===== src/rtl/mod3_sched_pkg.sv =====
// ============================================================================
// Module      : mod3_sched_pkg
// Description : Shared types, constants and helpers for the 3-way arbiter.
// Revision    : 1.0 - initial release
// ============================================================================
`default_nettype none

package mod3_sched_pkg;

    typedef enum logic [1:0] {
        IDLE    = 2'd0,
        GRANT   = 2'd1,
        RELEASE = 2'd2
    } state_t;

    localparam logic [1:0] ID_NONE = 2'd3;

    // Out-of-range ids wrap to 0 so a corrupted pointer self-heals.
    function automatic logic [1:0] mod3_inc(input logic [1:0] id);
        return (id >= 2'd2) ? 2'd0 : id + 2'd1;
    endfunction

endpackage

`default_nettype wire


===== src/rtl/mod3_rr_pick.sv =====
// ============================================================================
// Module      : mod3_rr_pick
// Description : Combinational round-robin winner select starting at ptr.
// Revision    : 1.0 - initial release
// ============================================================================
`default_nettype none

module mod3_rr_pick
    import mod3_sched_pkg::*;
(
    input  logic [2:0] i_req,
    input  logic [1:0] i_ptr,
    output logic [2:0] o_grant,
    output logic [1:0] o_id,
    output logic       o_valid
);

    logic [1:0] w_cand;
    logic [2:0] w_cand_oh;

    always_comb begin
        o_grant   = 3'b000;
        o_id      = ID_NONE;
        o_valid   = 1'b0;
        w_cand    = (i_ptr > 2'd2) ? 2'd0 : i_ptr;
        w_cand_oh = 3'b000;
        for (int k = 0; k < 3; k++) begin
            w_cand_oh = 3'b001 << w_cand;
            if (!o_valid && ((i_req & w_cand_oh) != 3'b000)) begin
                o_grant = w_cand_oh;
                o_id    = w_cand;
                o_valid = 1'b1;
            end
            w_cand = mod3_inc(w_cand);
        end
    end

endmodule

`default_nettype wire


===== src/rtl/mod3_rr_arbiter.sv =====
// ============================================================================
// Module      : mod3_rr_arbiter
// Description : Three-requester round-robin arbiter with hold-time limit.
// Revision    : 1.0 - initial release
// ============================================================================
`default_nettype none

module mod3_rr_arbiter
    import mod3_sched_pkg::*;
#(
    parameter int MAX_HOLD = 8
) (
    input  logic       clk,
    input  logic       rst,
    input  logic [2:0] req,
    input  logic       done,
    output logic [2:0] grant,
    output logic [1:0] grant_id,
    output logic       busy,
    output logic       timeout
);

    localparam int                    c_hold_w    = (MAX_HOLD > 1) ? $clog2(MAX_HOLD) : 1;
    localparam logic [c_hold_w-1:0]   c_hold_last = c_hold_w'(MAX_HOLD - 1);

    state_t              r_state;
    state_t              w_state_nxt;
    logic [1:0]          r_ptr;
    logic [1:0]          w_ptr_nxt;
    logic [c_hold_w-1:0] r_hold;
    logic [c_hold_w-1:0] w_hold_nxt;
    logic [2:0]          w_grant_nxt;
    logic [1:0]          w_id_nxt;
    logic                w_busy_nxt;
    logic                w_timeout_nxt;

    logic [2:0]          w_pick_grant;
    logic [1:0]          w_pick_id;
    logic                w_pick_valid;
    logic                w_owner_req;
    logic                w_hold_done;

    mod3_rr_pick u_pick (
        .i_req   (req),
        .i_ptr   (r_ptr),
        .o_grant (w_pick_grant),
        .o_id    (w_pick_id),
        .o_valid (w_pick_valid)
    );

    assign w_owner_req = ((req & grant) != 3'b000);
    assign w_hold_done = (r_hold == c_hold_last);

    always_comb begin
        w_state_nxt   = r_state;
        w_ptr_nxt     = r_ptr;
        w_hold_nxt    = r_hold;
        w_grant_nxt   = grant;
        w_id_nxt      = grant_id;
        w_timeout_nxt = 1'b0;
        case (r_state)
            IDLE: begin
                if (w_pick_valid) begin
                    w_state_nxt = GRANT;
                    w_grant_nxt = w_pick_grant;
                    w_id_nxt    = w_pick_id;
                    w_hold_nxt  = '0;
                end else begin
                    w_grant_nxt = 3'b000;
                    w_id_nxt    = ID_NONE;
                end
            end
            GRANT: begin
                if (done || !w_owner_req || w_hold_done) begin
                    w_state_nxt   = RELEASE;
                    w_grant_nxt   = 3'b000;
                    w_id_nxt      = ID_NONE;
                    w_ptr_nxt     = mod3_inc(grant_id);
                    w_hold_nxt    = '0;
                    // Forced release only when nothing else ended the tenure.
                    w_timeout_nxt = w_hold_done && !done && w_owner_req;
                end else begin
                    w_hold_nxt = r_hold + c_hold_w'(1);
                end
            end
            RELEASE: begin
                w_state_nxt = IDLE;
                w_grant_nxt = 3'b000;
                w_id_nxt    = ID_NONE;
            end
            default: begin
                w_state_nxt = IDLE;
                w_grant_nxt = 3'b000;
                w_id_nxt    = ID_NONE;
                w_hold_nxt  = '0;
            end
        endcase
        w_busy_nxt = (w_state_nxt != IDLE);
    end

    always_ff @(posedge clk) begin
        if (rst) begin
            r_state  <= IDLE;
            r_ptr    <= 2'd0;
            r_hold   <= '0;
            grant    <= 3'b000;
            grant_id <= ID_NONE;
            busy     <= 1'b0;
            timeout  <= 1'b0;
        end else begin
            r_state  <= w_state_nxt;
            r_ptr    <= w_ptr_nxt;
            r_hold   <= w_hold_nxt;
            grant    <= w_grant_nxt;
            grant_id <= w_id_nxt;
            busy     <= w_busy_nxt;
            timeout  <= w_timeout_nxt;
        end
    end

endmodule

`default_nettype wire


===== config.mk =====
export PLATFORM = sky130hd
export DESIGN_NAME = mod3_rr_arbiter
export DESIGN_NICKNAME = d
export VERILOG_FILES = /design/src/rtl/mod3_sched_pkg.sv /design/src/rtl/mod3_rr_pick.sv /design/src/rtl/mod3_rr_arbiter.sv
export SDC_FILE = /design/constraint.sdc
export NUM_CORES = 1
export LEC_CHECK = 0
export ABC_CLOCK_PERIOD_IN_PS = 4410
export CORE_MARGIN = 2
export CORE_UTILIZATION = 56
export CTS_CLUSTER_DIAMETER = 120
export CTS_CLUSTER_SIZE = 10
export DETAILED_ROUTE_END_ITERATION = 16
export MAX_ROUTING_LAYER = met4
export PLACE_DENSITY = 0.82
export SYNTH_ARGS = -nofsm -noshare
export SYNTH_HDL_FRONTEND = slang
export SYNTH_SLANG_ARGS = --single-unit

===== constraint.sdc =====
create_clock -name clk -period 4.41 [get_ports clk]
set_clock_uncertainty 0.2 [all_clocks]
set_input_delay 1.1025 -clock clk [delete_from_list [all_inputs] [get_ports clk]]
set_output_delay 1.1025 -clock clk [all_outputs]
set_load 0.05 [all_outputs]

==> results of run 1 <==
cells by family after synthesis:
logic type / after synthesis
simple gates: 49
buf+inv: 15
mux: 1
fa+ha+maj: 6
flops: 14
compound gates: 34
cell usage after synthesis (3+ instances only):
| cell | instances |
|---|---|
| nor3_1 | 6 |
| nor2b_1 | 4 |
| o21ai_0 | 4 |
| clkbuf_1 | 3 |
| buf_2 | 4 |
| inv_1 | 8 |
| nor2_1 | 17 |
| dfxtp_1 | 14 |
| a21oi_1 | 13 |
| nor4bb_1 | 3 |
| nand2_1 | 7 |
| ha_1 | 6 |
registers in the layout, summed over array words and instances (netlist names):
register	cells
r_hold	3
r_ptr	2
grant	3
busy	1
r_state	2
grant_id	2
timeout	1
layer usage:
metal  share of wire [%]  global-route usage [%]
met1                  45                    34.3
met5                   0                       -
met4                 1.9                    9.09
met3                 8.6                    6.53
met2                  45                    35.6
path summary, 6_finish.rpt:
path	end	cells past startpoint
worst max-delay path	grant_id[0]$_SDFFE_PP1P_	6
worst min-delay path	grant[2]$_SDFFE_PP0P_	2
worst max register to register	grant[0]$_SDFFE_PP0P_	7
worst min register to register	grant[2]$_SDFFE_PP0P_	2
final cells by class:
type,count,share of cell area [%]
Clock buffer,4,3.43
Inverter,8,2.84
Multi-Input combinational cell,90,54.0
Sequential cell,14,26.5
Tap cell,16,1.89
Timing Repair Buffer,12,11.3
power groups by stage:
| stage | registers (mW) | logic [mW] | clock network, mW |
|---|---|---|---|
| finish | 0.141 | 0.0883 | 0.0907 |
| global route | 0.142 | 0.0955 | 0.101 |
| CTS | 0.141 | 0.0871 | 0.0935 |
| detailed placement | 0.144 | 0.0866 | 0 |
| global placement | 0.144 | 0.0850 | 0 |
| floorplan | 0.161 | 0.0443 | 0 |
worst min-delay path: cells and delay by family (launching register included):
| family | cells | cell delay, ns |
|---|---|---|
| AOI/OAI and AO/OA | 1 | 0.05 |
| DFF | 1 | 0.33 |
| and+or+nand+nor | 1 | 0.06 |
through the flow:
stage	worst slack [ns]	util [%]	instances	total power, mW
global placement	1.16	67.1	140	0.229
finish	1.27	69.5	144	0.320
global route	1.17	69.5	144	0.339
CTS	1.32	69.5	144	0.322
floorplan	1.92	-	119	0.205
detailed placement	1.03	67.1	140	0.231
==> impl_metrics.tcl, run 1 <==
set metrics [dict create \
    grt_pass1_vias 778 \
    num_antenna_cells 0 \
    start_util_pct 59.9 \
    synthSimpleGateAreaFrac_pct 29.0 \
    nFillCells 136 \
    core_sq_um 1520 \
    final_cell_mix "nor2_1 (17), dfxtp_1 (14), a21oi_1 (13)" \
    leakage_nw 0.399 \
    path_delay_family "compound AO/OA/AOI/OAI gates" \
    arrival_ns 3.15 \
    place.port_buffers 12 \
    worstSetupStartpoint "req[0]" \
    hold_viol 0 \
    reg2reg_slack_ns 2.02 \
    synth_compound_area_share_pct 24.2 \
    synth_top_cell_area_share_pct 30.7 \
    fmax_mhz 318 \
    synthesis.area_sq_um 913 \
    slew_viol_final 0 \
    final_area_sq_um 1060 \
    setup_viol 0 \
    drive_above_1_share_pct 4.69 \
    synthAdderAreaFrac_pct 8.22 \
    max_cap_viol_count 0 \
    grt_pass1_wl_mm 3.48 \
    io_pins 13 \
    grt_max_degree 15 \
    nNetsFinal 141 \
    synth_cell_types 37 \
    path_cells "clkdlybuf4s50_1 > a222oi_1 > nor4_2 > and2_1 > or2_1 > o221ai_1" \
    synth_top_cell_by_area "dfxtp_1" \
    die_y_um 44.4 \
    clock_tree.root_cell "clkbuf_4" \
    drtIter0Drc 53 \
    worstReg2RegStart "r_ptr[0]$_SDFFE_PP0N_" \
    finalCritPeriodShare_pct 71.3 \
    tightest_slew_ns 0.634 \
    cts_tree "yes" \
    p_int_uw 217 \
    synth_top_family_by_area "simple AND/OR/NAND/NOR gates" \
    powerDensity_nw_per_um2 303 \
    num_rows 14 \
    synthTopCellsByArea "dfxtp_1 (31%), ha_1 (8.2%), a21oi_1 (7.1%)" \
    viasPerCell 6.33 \
    pwr-share-seq_pct 44.1 \
    h-tree-depth 1 \
    hp-start "grant[2]$_SDFFE_PP0P_" \
    ys_seq_area_share_pct 30.7 \
    die_x_um 44.4 \
    wl_per_cell_um 14.9 \
    p_sw_uw 103 \
    slowest_stage "a222oi_1" \
    syn_nets 131 \
    route.detailed.drc 0 \
    status "finished, final reports clean" \
    cts_buffer_depth 2 \
    drt_pass1_iterations 4 \
    ys_warn_count 0 \
    dp_hpwl_mm 1.55 \
    critPathRequiredTime_ns 4.42 \
    relSlewSlack_pct 57.8 \
    wl_mm 2.15 \
    synthCells 119 \
    min-delay-path-class "flip-flop to flip-flop" \
    area_delta_synth_final_pct 15.9 \
    ant_nets 0 \
    ir_drop_uv 259 \
    cts_made_buffers 3 \
    grt_remaining_overflow 0 \
    postCtsSetupRepairBufs 0 \
    synth-edff-count 0 \
    synthXorXnorAreaFrac_pct 0 \
    synthFlopType "dfxtp_1" \
    clkPwrFrac_pct 28.3 \
    sw_frac_of_total_pct 32.2 \
    multi_input_area_sq_um 572 \
    critPathMaxFanout 12 \
    layout_min_cycle_time_ns 3.14 \
    slowest_delay_ns 0.70 \
    layout_commonest_cell "nor2_1" \
    clk_latency_ns 0.28 \
    worstSetupStartpointType "input port" \
    dpl_cell_area_sq_um 1020 \
    grt_usage_pct 25.1 \
    clock_sinks 14 \
    whs_ns 0.289 \
    cts_hold_buf 0 \
    post_cts_resized 0 \
    regArea_sq_um 280 \
    path_clk_slew_ns 0.08 \
    fin_tns_setup_ns 0 \
    syn_area_per_cell_sq_um 7.68 \
    rsz0062_at_grt "false" \
    crit_type "input port to flip-flop" \
    combPwrFrac_pct 27.6 \
    antenna_found_initial 0 \
    synthMuxAreaShare_pct 1.10 \
    cp_num_buf_inv 1 \
    die_area_sq_um 1970 \
    yosys_register_bits 14 \
    vias 912 \
    endpoint_kind "flip-flop" \
    synthArstFlopShare_pct 0 \
    gp_congestion 0.960 \
]
No activity file was read; power rests on OpenSTA's default activity.
==> inputs of run 2 (changes only) <==
ABC_CLOCK_PERIOD_IN_PS = 3110   (was 4410)
CORE_UTILIZATION = 52   (was 56)
PLACE_DENSITY = 0.77   (was 0.82)
clock period = 3.11 ns   (was 4.41 ns; I/O delays follow)
==> impl_metrics.tcl, run 2 (same netlist as run 1, synthesis figures left out) <==
set metrics [dict create \
    drive_above_1_share_pct 6.87 \
    min-delay-path-class "flip-flop to flip-flop" \
    grt_pass1_wl_mm 3.63 \
    grt_remaining_overflow 0 \
    nNetsFinal 144 \
    die_y_um 45.9 \
    critPathRequiredTime_ns 3.12 \
    path_delay_family "compound AO/OA/AOI/OAI gates" \
    drtIter0Drc 57 \
    cp_num_buf_inv 1 \
    slew_viol_final 0 \
    nFillCells 145 \
    core_sq_um 1690 \
    place.port_buffers 12 \
    path_cells "clkdlybuf4s50_1 > a222oi_1 > o311ai_1 > or3_1 > a21oi_1" \
    hold_viol 0 \
    route.detailed.drc 0 \
    critPathMaxFanout 5 \
    status "finished, final reports clean" \
    arrival_ns 2.52 \
    rsz0062_at_grt "false" \
    vias 921 \
    path_clk_slew_ns 0.09 \
    tightest_slew_ns 0.620 \
    ant_nets 0 \
    layout_commonest_cell "nor2_1" \
    grt_max_degree 15 \
    crit_type "input port to flip-flop" \
    post_cts_resized 0 \
    slowest_stage "a222oi_1" \
    worstSetupStartpointType "input port" \
    layout_min_cycle_time_ns 2.51 \
    cts_tree "yes" \
    viasPerCell 6.22 \
    start_util_pct 54.1 \
    die_area_sq_um 2110 \
    wl_mm 2.07 \
    dp_slack_ns 0.330 \
    wl_per_cell_um 14.0 \
    setup_viol 0 \
    grt_pass1_vias 794 \
    ir_drop_uv 364 \
    powerDensity_nw_per_um2 420 \
    num_rows 15 \
    finalCritPeriodShare_pct 80.7 \
    h-tree-depth 1 \
    fmax_mhz 398 \
    reg_top3 "grant: 3 flops, r_hold: 3 flops" \
    dp_hpwl_mm 1.52 \
    clock_sinks 14 \
    die_x_um 45.9 \
    clock_tree.root_cell "clkbuf_4" \
    gp_congestion 0.869 \
    num_antenna_cells 0 \
    antenna_found_initial 0 \
    io_pins 13 \
    fin_tns_setup_ns 0 \
    final_cell_mix "nor2_1 (17), dfxtp_1 (14), a21oi_1 (13)" \
    grt_usage_pct 23.9 \
    leakage_nw 0.413 \
    endpoint_kind "flip-flop" \
    cts_buffer_depth 2 \
    max_cap_viol_count 0 \
    cts_hold_buf 0 \
    relSlewSlack_pct 58.3 \
    slowest_delay_ns 0.55 \
    drt_pass1_iterations 4 \
    setup_ws_ns 0.599 \
    area_delta_synth_final_pct 18.5 \
    cts_made_buffers 3 \
    postCtsSetupRepairBufs 0 \
    clk_latency_ns 0.28 \
]
## run 2: cell types whose count changed in the layout (fill, tap and decap cells not counted), sizes merged
cell,change
buf,+3
## run 2: layout make-up
cell class	instances	area (sq um)	share of cell area (%)
clock buffer	4	36.3	3.35
inverter	8	30.0	2.77
multi-input combinational	90	572	52.8
sequential	14	280	25.9
tap	17	21.3	1.97
timing repair buffer	15	143	13.2
## run 2: final timing paths
path	start	end	slack (ns)	depth (start not counted)
worst max-delay path	req[0]	r_ptr[0]$_SDFFE_PP0N_	0.60	5
worst min-delay path	grant[1]$_SDFFE_PP0P_	grant[1]$_SDFFE_PP0P_	0.29	2
worst max register to register	r_ptr[0]$_SDFFE_PP0N_	grant_id[0]$_SDFFE_PP1P_	0.78	7
worst min register to register	grant[1]$_SDFFE_PP0P_	grant[1]$_SDFFE_PP0P_	0.29	2
## run 2: worst reg2reg max path, cell delays in order (launching register included)
cell	delay (ns)
dfxtp_1	0.40
inv_1	0.08
ha_1	0.54
nor4bb_1	0.42
o21a_1	0.24
a41oi_1	0.08
nor2_1	0.13
o221ai_1	0.12
## run 2: through the flow
step / cell area [sq um] / power (mW) / hold slack [ns] / std cells / util [%]
5_1_grt: 1080 / 0.482 / 0.309 / 148 / 64.1
3_3_place_gp: 1050 / 0.327 / 0.269 / 144 / 61.9
3_5_place_dp: 1050 / 0.329 / 0.276 / 144 / 61.9
2_1_floorplan: 913 / 0.291 / 0.236 / 119 / -
4_1_cts: 1080 / 0.456 / 0.286 / 148 / 64.1
6_report: 1080 / 0.455 / 0.285 / 148 / 64.1
## run 2: report_power, final
group	leakage (nW)	switching, mW	internal [mW]
sequential	0.114	0.00931	0.191
combinational	0.278	0.0785	0.0486
clock	0.0210	0.0564	0.0712
## run 2: layer usage
metal | vias up | global-route usage [%] | share of wire (%)
met3 | 0 | 6.75 | 7.2
met5 | - | - | 0
met4 | 0 | 1.71 | 0
met1 | 417 | 33.3 | 47
li1 | 461 | - | -
met2 | 43 | 35.8 | 45
==> inputs of run 3 (changes only) <==
ABC_CLOCK_PERIOD_IN_PS = 2500   (was 3110)
clock period = 2.5 ns   (was 3.11 ns; I/O delays follow)
==> impl_metrics.tcl, run 3 (same netlist as run 1, synthesis figures left out) <==
set metrics [dict create \
    status "finished, final reports clean" \
    die_x_um 45.9 \
    critPathRequiredTime_ns 1.67 \
    postCtsSetupRepairBufs 0 \
    clk_latency_ns 0.28 \
    ant_nets 0 \
    path_clk_slew_ns 0.07 \
    nNetsFinal 149 \
    cts_made_buffers 3 \
    dp_slack_ns 0.0180 \
    start_util_pct 54.1 \
    wl_per_cell_um 14.0 \
    grt_pass1_wl_mm 3.50 \
    drive_above_1_share_pct 9.63 \
    finalCritPeriodShare_pct 92.2 \
    ir_drop_uv 387 \
    num_rows 15 \
    area_delta_synth_final_pct 21.1 \
    setup_viol 0 \
    path_cells "clkdlybuf4s50_1" \
    antenna_found_initial 0 \
    crit_type "flip-flop to primary output" \
    slowest_stage "clkdlybuf4s50_1" \
    leakage_nw 0.430 \
    core_sq_um 1690 \
    final_cell_mix "nor2_1 (17), dfxtp_1 (14), a21oi_1 (13)" \
    gp_congestion 0.906 \
    vias 920 \
    cts_buffer_depth 2 \
    die_area_sq_um 2110 \
    layout_commonest_cell "nor2_1" \
    max_cap_viol_count 0 \
    route.detailed.drc 0 \
    die_y_um 45.9 \
    io_pins 13 \
    cts_hold_buf 0 \
    grt_max_degree 15 \
    cts_tree "yes" \
    place.port_buffers 12 \
    num_antenna_cells 0 \
    slew_viol_final 0 \
    post_cts_resized 0 \
    powerDensity_nw_per_um2 488 \
    relSlewSlack_pct 66.1 \
    drt_pass1_iterations 4 \
    grt_pass1_vias 798 \
    worstSetupStartpointType "flip-flop" \
    layout_min_cycle_time_ns 2.30 \
    reg_top3 "grant: 3 flops, r_hold: 3 flops" \
    fin_tns_setup_ns 0 \
    wl_mm 2.13 \
    nFillCells 170 \
    min-delay-path-class "flip-flop to flip-flop" \
    hold_viol 0 \
    tightest_slew_ns 0.507 \
    setup_ws_ns 0.196 \
    fmax_mhz 434 \
    clock_sinks 14 \
    endpoint_kind "primary output" \
    viasPerCell 6.05 \
    drtIter0Drc 43 \
    cp_num_buf_inv 1 \
    grt_remaining_overflow 0 \
    slowest_delay_ns 0.82 \
    path_delay_family "buffers and inverters" \
    critPathMaxFanout 4 \
    arrival_ns 1.48 \
    clock_tree.root_cell "clkbuf_4" \
    dp_hpwl_mm 1.62 \
    rsz0062_at_grt "false" \
    h-tree-depth 1 \
    grt_usage_pct 23.3 \
]
[run 3: cell count changes in the layout (fill, tap and decap cells not counted)]
| cell | delta |
|---|---|
| buf_4 | +5 |
| clkbuf_8 | -1 |
[run 3: path summary, 6_finish.rpt]
check / start / cells past startpoint / slack, ns / end
hold reg to reg: grant[2]$_SDFFE_PP0P_ / 2 / 0.29 / grant[2]$_SDFFE_PP0P_
setup reg to reg: r_ptr[0]$_SDFFE_PP0N_ / 7 / 0.22 / grant_id[0]$_SDFFE_PP1P_
setup / recovery: grant_id[1]$_SDFFE_PP1P_ / 1 / 0.20 / grant_id[1]
hold / removal: grant[2]$_SDFFE_PP0P_ / 2 / 0.29 / grant[2]$_SDFFE_PP0P_
[run 3: per-layer routing]
metal	track usage, %	wire [um]	vias to the layer above
met5	-	0	-
met1	32.3	1030	415
met2	33.1	942	37
li1	-	-	465
met3	5.95	140	3
met4	6.86	17	0
[run 3: per-stage QoR]
step	util [%]	cells	power [mW]	hold WS, ns	cell area (sq um)
2_1_floorplan	-	119	0.362	0.236	913
3_3_place_gp	64.1	149	0.416	0.267	1080
3_5_place_dp	64.1	149	0.420	0.276	1080
4_1_cts	65.5	152	0.541	0.288	1110
5_1_grt	65.5	152	0.573	0.322	1110
6_report	65.5	152	0.540	0.288	1110
[run 3: final cells by class]
class                      instances  area [sq um]  share of cell area [%]
inverter                           8          30.0                    2.71
timing repair buffer              20           180                    16.3
clock buffer                       3          22.5                    2.04
tap                               17          21.3                    1.92
multi-input combinational         90           572                    51.7
sequential                        14           280                    25.3
[run 3: power by group]
part	total [mW]	switching (mW)	internal (mW)
Combinational	0.168	0.0999	0.0684
Sequential	0.249	0.0119	0.237
Clock	0.122	0.0665	0.0560
Total	0.540	0.178	0.362
